[config.mk]
export PLATFORM = sky130hd
export DESIGN_NAME = mem_access_stage
export DESIGN_NICKNAME = d
export VERILOG_FILES = /design/src/rtl/mem_access_stage.sv
export SDC_FILE = /design/constraint.sdc
export NUM_CORES = 1
export LEC_CHECK = 0
export ABC_AREA = 1
export CAP_MARGIN = 20
export CORE_ASPECT_RATIO = 0.9
export CORE_UTILIZATION = 55
export CTS_CLUSTER_DIAMETER = 150
export DETAILED_ROUTE_END_ITERATION = 10
export MAX_ROUTING_LAYER = met4
export PLACE_DENSITY = 0.83
export SYNTH_ARGS = -nofsm -noshare
export SYNTH_HDL_FRONTEND = slang
export SYNTH_SLANG_ARGS = --single-unit
[constraint.sdc]
create_clock -name clk -period 5.37 [get_ports clk]
set_clock_uncertainty 0.05 [all_clocks]
set_input_delay 1.074 -clock clk [delete_from_list [all_inputs] [get_ports clk]]
set_output_delay 1.074 -clock clk [all_outputs]
set_load 0.005 [all_outputs]
[src/rtl/mem_access_stage.sv]
// mem_access_stage
//   Memory-access pipeline stage between EX and the register-file write port.
//   Runs RISC-V loads and stores one byte per cycle over an 8-bit RAM bus and
//   produces the registered writeback triple that feeds the register file.
//
// Ports
//   clk, rst        clock; synchronous active-high reset
//   in_valid        instruction present from EX (accepted only in IDLE)
//   in_rd_enable    instruction writes rd
//   in_rd_addr      destination register
//   in_alu_result   writeback value for non-memory ops
//   in_mem_op       0 none,1 LB,2 LH,3 LW,4 LBU,5 LHU,6 SB,7 SH,8 SW, 9-15 none
//   in_mem_addr     effective byte address
//   in_store_data   rs2 value for stores
//   mem_din         RAM read data, valid one cycle after mem_a
//   mem_a           RAM byte address
//   mem_dout        RAM write data
//   mem_wr          RAM write strobe
//   stall_req       upstream must hold its inputs while high
//   wb_enable       register write enable, one-cycle pulse
//   wb_addr         register write address (held when wb_enable=0)
//   wb_data         register write data (held when wb_enable=0)
module mem_access_stage #(
  parameter int unsigned XLEN       = 32,
  parameter int unsigned REG_ADDR_W = 5
) (
  input  logic                  clk,
  input  logic                  rst,
  input  logic                  in_valid,
  input  logic                  in_rd_enable,
  input  logic [REG_ADDR_W-1:0] in_rd_addr,
  input  logic [XLEN-1:0]       in_alu_result,
  input  logic [3:0]            in_mem_op,
  input  logic [XLEN-1:0]       in_mem_addr,
  input  logic [XLEN-1:0]       in_store_data,
  input  logic [7:0]            mem_din,
  output logic [XLEN-1:0]       mem_a,
  output logic [7:0]            mem_dout,
  output logic                  mem_wr,
  output logic                  stall_req,
  output logic                  wb_enable,
  output logic [REG_ADDR_W-1:0] wb_addr,
  output logic [XLEN-1:0]       wb_data
);

  typedef enum logic [1:0] {IDLE, LOAD, STORE, DONE} state_t;

  localparam logic [3:0] OP_LB  = 4'd1;
  localparam logic [3:0] OP_LH  = 4'd2;
  localparam logic [3:0] OP_LW  = 4'd3;
  localparam logic [3:0] OP_LBU = 4'd4;
  localparam logic [3:0] OP_LHU = 4'd5;
  localparam logic [3:0] OP_SB  = 4'd6;
  localparam logic [3:0] OP_SH  = 4'd7;
  localparam logic [3:0] OP_SW  = 4'd8;

  state_t                state, state_n;
  logic [2:0]            cnt, cnt_n;
  logic [XLEN-1:0]       base;
  logic [XLEN-1:0]       sdata;
  logic [XLEN-1:0]       ldata;
  logic [REG_ADDR_W-1:0] rd_addr;
  logic                  rd_en;
  logic [3:0]            op;

  logic                  in_is_load, in_is_store, in_is_mem;
  logic                  op_is_load;
  logic [2:0]            nbytes;
  logic [2:0]            cnt_m1;
  logic [XLEN-1:0]       load_value;
  logic [XLEN-1:0]       cnt_ext;

  assign in_is_load  = (in_mem_op >= OP_LB) && (in_mem_op <= OP_LHU);
  assign in_is_store = (in_mem_op >= OP_SB) && (in_mem_op <= OP_SW);
  assign in_is_mem   = in_is_load || in_is_store;
  assign op_is_load  = (op >= OP_LB) && (op <= OP_LHU);
  assign cnt_m1      = cnt - 3'd1;
  assign cnt_ext     = {{(XLEN-3){1'b0}}, cnt};

  always_comb begin
    nbytes = 3'd4;
    case (op)
      OP_LB, OP_LBU, OP_SB: nbytes = 3'd1;
      OP_LH, OP_LHU, OP_SH: nbytes = 3'd2;
      default:              nbytes = 3'd4;
    endcase
  end

  // Upper bytes of ldata are cleared on accept, so unsigned/word loads need
  // no extra masking here.
  always_comb begin
    load_value = ldata;
    case (op)
      OP_LB:   load_value = {{(XLEN-8){ldata[7]}}, ldata[7:0]};
      OP_LH:   load_value = {{(XLEN-16){ldata[15]}}, ldata[15:0]};
      default: load_value = ldata;
    endcase
  end

  always_comb begin
    state_n = state;
    cnt_n   = cnt;
    case (state)
      IDLE: begin
        if (in_valid && in_is_mem) begin
          state_n = in_is_load ? LOAD : STORE;
          cnt_n   = '0;
        end
      end
      LOAD: begin
        if (cnt == nbytes) state_n = DONE;
        else               cnt_n   = cnt + 3'd1;
      end
      STORE: begin
        if (cnt == nbytes - 3'd1) state_n = DONE;
        else                      cnt_n   = cnt + 3'd1;
      end
      DONE:    state_n = IDLE;
      default: state_n = IDLE;
    endcase
  end

  // Bus outputs depend only on registered state so no in_* -> mem_* path exists.
  always_comb begin
    mem_a    = '0;
    mem_dout = '0;
    mem_wr   = 1'b0;
    case (state)
      LOAD: begin
        if (cnt < nbytes) mem_a = base + cnt_ext;
      end
      STORE: begin
        mem_a    = base + cnt_ext;
        mem_dout = sdata[{cnt[1:0], 3'b000} +: 8];
        mem_wr   = 1'b1;
      end
      default: ;
    endcase
  end

  assign stall_req = !rst && (((state == IDLE) && in_valid && in_is_mem) ||
                              (state == LOAD) || (state == STORE));

  always_ff @(posedge clk) begin
    if (rst) begin
      state     <= IDLE;
      cnt       <= '0;
      base      <= '0;
      sdata     <= '0;
      ldata     <= '0;
      rd_addr   <= '0;
      rd_en     <= 1'b0;
      op        <= '0;
      wb_enable <= 1'b0;
      wb_addr   <= '0;
      wb_data   <= '0;
    end else begin
      state     <= state_n;
      cnt       <= cnt_n;
      wb_enable <= 1'b0;
      case (state)
        IDLE: begin
          if (in_valid) begin
            if (in_is_mem) begin
              base    <= in_mem_addr;
              sdata   <= in_store_data;
              rd_addr <= in_rd_addr;
              rd_en   <= in_rd_enable;
              op      <= in_mem_op;
              ldata   <= '0;
            end else if (in_rd_enable && (in_rd_addr != '0)) begin
              wb_enable <= 1'b1;
              wb_addr   <= in_rd_addr;
              wb_data   <= in_alu_result;
            end
          end
        end
        LOAD: begin
          // mem_din lags mem_a by one cycle, so count k carries byte k-1.
          if (cnt != '0) ldata[{cnt_m1[1:0], 3'b000} +: 8] <= mem_din;
        end
        DONE: begin
          if (op_is_load && rd_en && (rd_addr != '0)) begin
            wb_enable <= 1'b1;
            wb_addr   <= rd_addr;
            wb_data   <= load_value;
          end
        end
        default: ;
      endcase
    end
  end

endmodule

## After elaboration in Yosys (flattened, before gate mapping)

Cells that the tools add are included.

| cells by class | value |
|---|---|
| multiplexer cells | 35 |
| shift-type cells | 3 |
| add/sub/neg operators | 5 |
| eq/ne operators | 22 |
| reduce and logical (&&, ||, !) cells | 28 |
| $lt $le $gt $ge | 7 |

Operators with widths:

| operator | count |
|---|---|
| $mux W32 | 8 |
| $pmux W32 S2 | 4 |
| $add A32 B3 Y32 | 1 |
| $bwmux W32 | 1 |
| $shift A8 B7 Y32 const A | 1 |
| $shiftx A32 B6 Y8 | 1 |
| $shiftx A8 B7 Y32 | 1 |
| $mux W5 | 4 |
| $ne A2 B2 Y1 const B | 9 |
| $eq A4 B3 Y1 const B | 4 |
| $logic_and A1 B1 Y1 | 10 |
| $pmux W5 S2 | 1 |
| $reduce_bool A5 Y1 | 2 |
| $mux W3 | 3 |
| $pmux W3 S3 | 1 |
| $ge A4 B1 Y1 const B | 2 |
| $le A4 B3 Y1 const B | 2 |
| $mux W2 | 4 |
| $mux W8 | 1 |
| $pmux W2 S4 | 1 |
| $reduce_and A4 Y1 | 2 |
| $neg A5 Y7 | 1 |
| $eq A3 B3 Y1 | 2 |
| $pmux W3 S2 | 1 |
| other kinds (21) | 33 |

| storage, ports and cells | value |
|---|---|
| input port bits | 117 |
| bits in registers | 149 |
| word-level logic and storage cells | 111 |
| output and inout port bits | 80 |

## Logic depth before layout (Yosys ltp)

| logic depth | value |
|---|---|
| depth in word-level cells | 7 |
| mapped depth | 14 |
| mapped depth without buffers | 14 |

## Least setup slack after synthesis

Ideal clock, no wire load.

| timing path | value |
|---|---|
| path type | register to output |
| from | register cnt[1] |
| to | output mem_a[20] |
| path buffers | 2 |
| data required time | 4.246 ns |
| cell stages (with the launch flop) | 12 |
| setup slack | 2.093 ns |
| arrival time | 2.153 ns |
| cells stage by stage | dfxtp_1 buf_2 inv_1 clkbuf_1 fa_1 inv_1 nand2_1 a21oi_1 nand2_1 nor2_1 a21oi_1 nor2_1 |

| on the way | value |
|---|---|
| longest elaborated chain between the ends | 3 |
| elaborated cells between the ends (all ways) | 4 |
| classes of those cells | add/sub (1); order compare (1); mux (2) |

Ends and longest elaborated chain:

| what | RTL line | text |
|---|---|---|
| from (decl) | 58 | `logic [2:0] cnt, cnt_n;` |
| from (signal assigned) | 159 | `cnt <= cnt_n;` |
| $add A32 B3 Y32 / $lt A3 B3 Y1 (equally long branches) | 130, 133 |  |
| $mux W32 | 130 | `if (cnt < nbytes) mem_a = base + cnt_ext;` |
| $pmux W32 S2 (*) | 128 | `case (state)` |
| to (decl) | 37 | `output logic [XLEN-1:0] mem_a,` |

Every way passes the cells marked *; elsewhere a longest branch is shown, timed or not.

## Worst setup path in the final report

| timing path | value |
|---|---|
| from | register op[1] |
| to | output mem_a[15] |

| on the way | value |
|---|---|
| longest elaborated chain between the ends | 6 |
| elaborated cells between the ends (all ways) | 12 |
| classes of those cells | order compare (1); eq/ne (6); mux (3); reduce/logical (2) |

Ends and longest elaborated chain:

| what | RTL line | text |
|---|---|---|
| from (decl) | 64 | `logic [3:0] op;` |
| from (signal assigned) | 169 | `op <= in_mem_op;` |
| $eq A4 B2 Y1 (tied with other cells) | 82 | `case (op)` |
| $reduce_or A3 Y1 | 82 |  |
| $pmux W3 S2 (*) | 82 |  |
| $lt A3 B3 Y1 (*) | 130 |  |
| $mux W32 (*) | 130 |  |
| $pmux W32 S2 (*) | 128 |  |

Marked as above.

==> reports/metrics.csv <==
stage;metric;value;unit
status;status;completed;
worst_hold_path;hp-start;sdata[13];
drt;drt-total-wl;24.6;mm
worst_setup_path;rr_startpoint;cnt[1];
worst_setup_path;endpoint_kind;output pin;
synth;avgSynthCellArea;6.28;µm²
synth;yosysMostFrequentCell;nand2_1;
clock_network;cts_tree;done;
clock_network;clockBufferDepth;2;
worst_hold_path;holdPathStages;2;
synth;syn_inst;1325;
worst_setup_path;crit_arrival;3.56;ns
floorplanning;die_y;119;µm
synth;syn_area;8320;µm²
worst_setup_path;cp-start-kind;flop;
worst_setup_path;r2r_cells;6;
floorplanning;die_w;132;µm
drt;drtIter0Drc;746;
worst_hold_path;hp-class;reg2reg;
worst_hold_path;worstHoldEndpoint;sdata[13];
floorplanning;ioPinCount;197;
drt;num_vias;9037;
floorplanning;start_util;56.5;%
grt;overflow;0;
synth;async_reset_ff_share;0;%
worst_setup_path;crit_required;4.25;ns
drt;vias_per_cell;5.36;
grt;grt_pass1_wl;39.3;mm
timing;timing.fmax;213;MHz
worst_setup_path;critPathKind;reg2out;
clock_network;cts_resized;0;
clock_network;cts_sinks;149;
place;io_buffers;196;
timing;fin_setup_tns;0;ns
clock_network;cts.clk_slew.worst_paths;0.06;ns
timing;finalSetupViolations;0;
floorplanning;core;14700;µm²
clock_network;root_buffer;clkbuf_16;
synth;synth_flop_cell;dfxtp_1;
pwr;p_leak;0.00438;µW
floorplanning;rows;42;
job;drv_cap;0;
worst_setup_path;r2r_slack;2.56;ns
layout;fin_nets;1608;
grt;grt_max_degree;119;
synth;yosysUniqueCellTypes;35;
layout;diodes;0;
timing;slew_viol_final;0;
timing;slew_headroom;30.2;%
drt;ant_nets;0;
pwr;p_int;2650;µW
drt;drc;0;
synth;synth_top_area_cell;dfxtp_1;
pwr;ir_drop;0.296;mV
clock_network;insertion_delay;0.43;ns
layout;syn_to_final_growth;30.1;%
pwr;p_per_area;407;nW/µm²
place;gp_congestion;0.941;
clock_network;cts_buffers;17;
grt;antenna_found_initial;0;
timing;tightest_slew;1.05;ns
synth;synthTopCellsByArea;dfxtp_1 36%, nand2_1 16%, a21oi_1 9.6%;
timing;hold_violations;0;
pwr;p_seq_share;32.4;%
drt;firstDrtPassIters;5;
pwr;p_comb_share;40.0;%
synth;ys_warn_count;0;
pwr;switchingPower;1750;µW
synth;ys_seq_area_share;35.9;%
synth;yosys.area.top_type_share;35.9;%
grt;grt_pass1_vias;7950;
drt;wl_per_cell;14.6;µm
clock_network;hold_buffers;0;
pwr;p_sw_share;39.8;%
grt;track_usage;32.1;%
layout;drive_above_1_share;4.57;%
timing;min_period_over_period;87.3;%
worst_setup_path;critPathMaxFanout;19;
timing;rsz0062_at_grt;no;
clock_network;postCtsSetupBuffers;0;
synth;synth_edf_count;0;
place;hpwl;16.9;mm
synth;ys_ff_latch;149;
pwr;p_total;4400;µW
pwr;p_clk_share;27.7;%
clock_network;h-tree-depth;4;
synth;syn-num-nets;1459;
floorplanning;dieArea;15600;µm²
synth;synth_common_cells;358 x nand2_1, 208 x nor2_1, 159 x a21oi_1;
worst_setup_path;r2r_end;ldata[29];
timing;period_needed;4.69;ns
## state kept, by name (all words and copies together), names as in the netlist
signal,cells
base,32
op,4
wb_data,32
ldata,32
sdata,32
wb_enable,1
rd_addr,5
wb_addr,5
cnt,3
state,2
rd_en,1
## cell usage in the layout (no fill, tap or decap), types with 7 or more instances in the layout
master	netlist	final
a21oi_1	159	159
buf_4	4	7
clkbuf_16	0	17
clkdlybuf4s50_1	0	195
dfxtp_1	149	149
ha_1	16	15
inv_1	115	115
nand2_1	358	358
nand3_1	71	71
nand4_1	30	30
nor2_1	208	208
nor3_1	12	12
o21ai_0	86	86
or2_2	9	9
## metrics by stage
step	std cells	instance area (µm²)	hold WS (ns)	utilization, %	setup WS (ns)
finish	1685	10800	0.410	73.5	0.684
global route	1685	10800	0.428	73.5	0.322
CTS	1685	10800	0.406	73.5	0.705
detailed placement	1653	10200	0.391	69.5	1.20
global placement	1652	10200	0.389	69.3	1.25
floorplan	1325	8320	0.380	-	2.09
## metal layers
| metal | wire length, µm | global-route usage (%) |
|---|---|---|
| met5 | 0 | - |
| met4 | 376 | 8.58 |
| met3 | 1680 | 5.32 |
| met2 | 11200 | 49.4 |
| met1 | 11400 | 43.6 |
## how the worst max path moves through the flow
| stage | end | cells after the start | startpoint |
|---|---|---|---|
| after floorplan | mem_a[20] | 11 | cnt[1] |
| after global placement | mem_a[24] | 10 | cnt[1] |
| after detailed placement | mem_a[24] | 10 | cnt[1] |
| after CTS | mem_a[6] | 14 | op[1] |
| after global routing | mem_a[15] | 14 | op[1] |
| final | mem_a[15] | 14 | op[1] |
## cell type report
cell class | count | area [µm²]
multi-input cells | 983 | 4510
flip-flops and latches | 149 | 2980
well taps | 198 | 248
clock buffers | 19 | 453
clock inverters | 13 | 145
repair buffers | 204 | 2030
inverters | 119 | 449
fillers | 1250 | 3900
## power groups by stage
stage               Combinational (µW)  Clock, µW  Sequential [µW]
detailed placement                1710          0             1440
global placement                  1680          0             1440
global route                      1970       1270             1450
finish                            1760       1220             1420
CTS                               1740       1220             1420
floorplan                         1290          0             1410
## critical path, cell delays in order (launching register included)
cell and delay (ns):
dfxtp_1 0.34, inv_1 0.09, nor2_1 0.23, a22oi_1 0.15
ha_1 0.23, inv_1 0.06, ha_1 0.24, nand3b_1 0.10
nand3_1 0.09, nand2_1 0.07, nand2_1 0.34, inv_2 0.39
o21ai_0 0.14, a21oi_1 0.13, clkdlybuf4s50_1 0.52
## kinds of logic (layout without fill, tap and decap cells)
logic type | count (synthesis) | in the layout | synth area share (%)
buffers and inverters | 193 | 355 | 9.94
and+or+nand+nor | 705 | 705 | 35.3
DFF | 149 | 149 | 35.9
xor gates and xnor gates | 2 | 2 | 0.211
adders and majority gates | 17 | 17 | 2.65
AOI/OAI and AO/OA | 259 | 259 | 16.0
No activity file was read; power rests on OpenSTA's default activity.
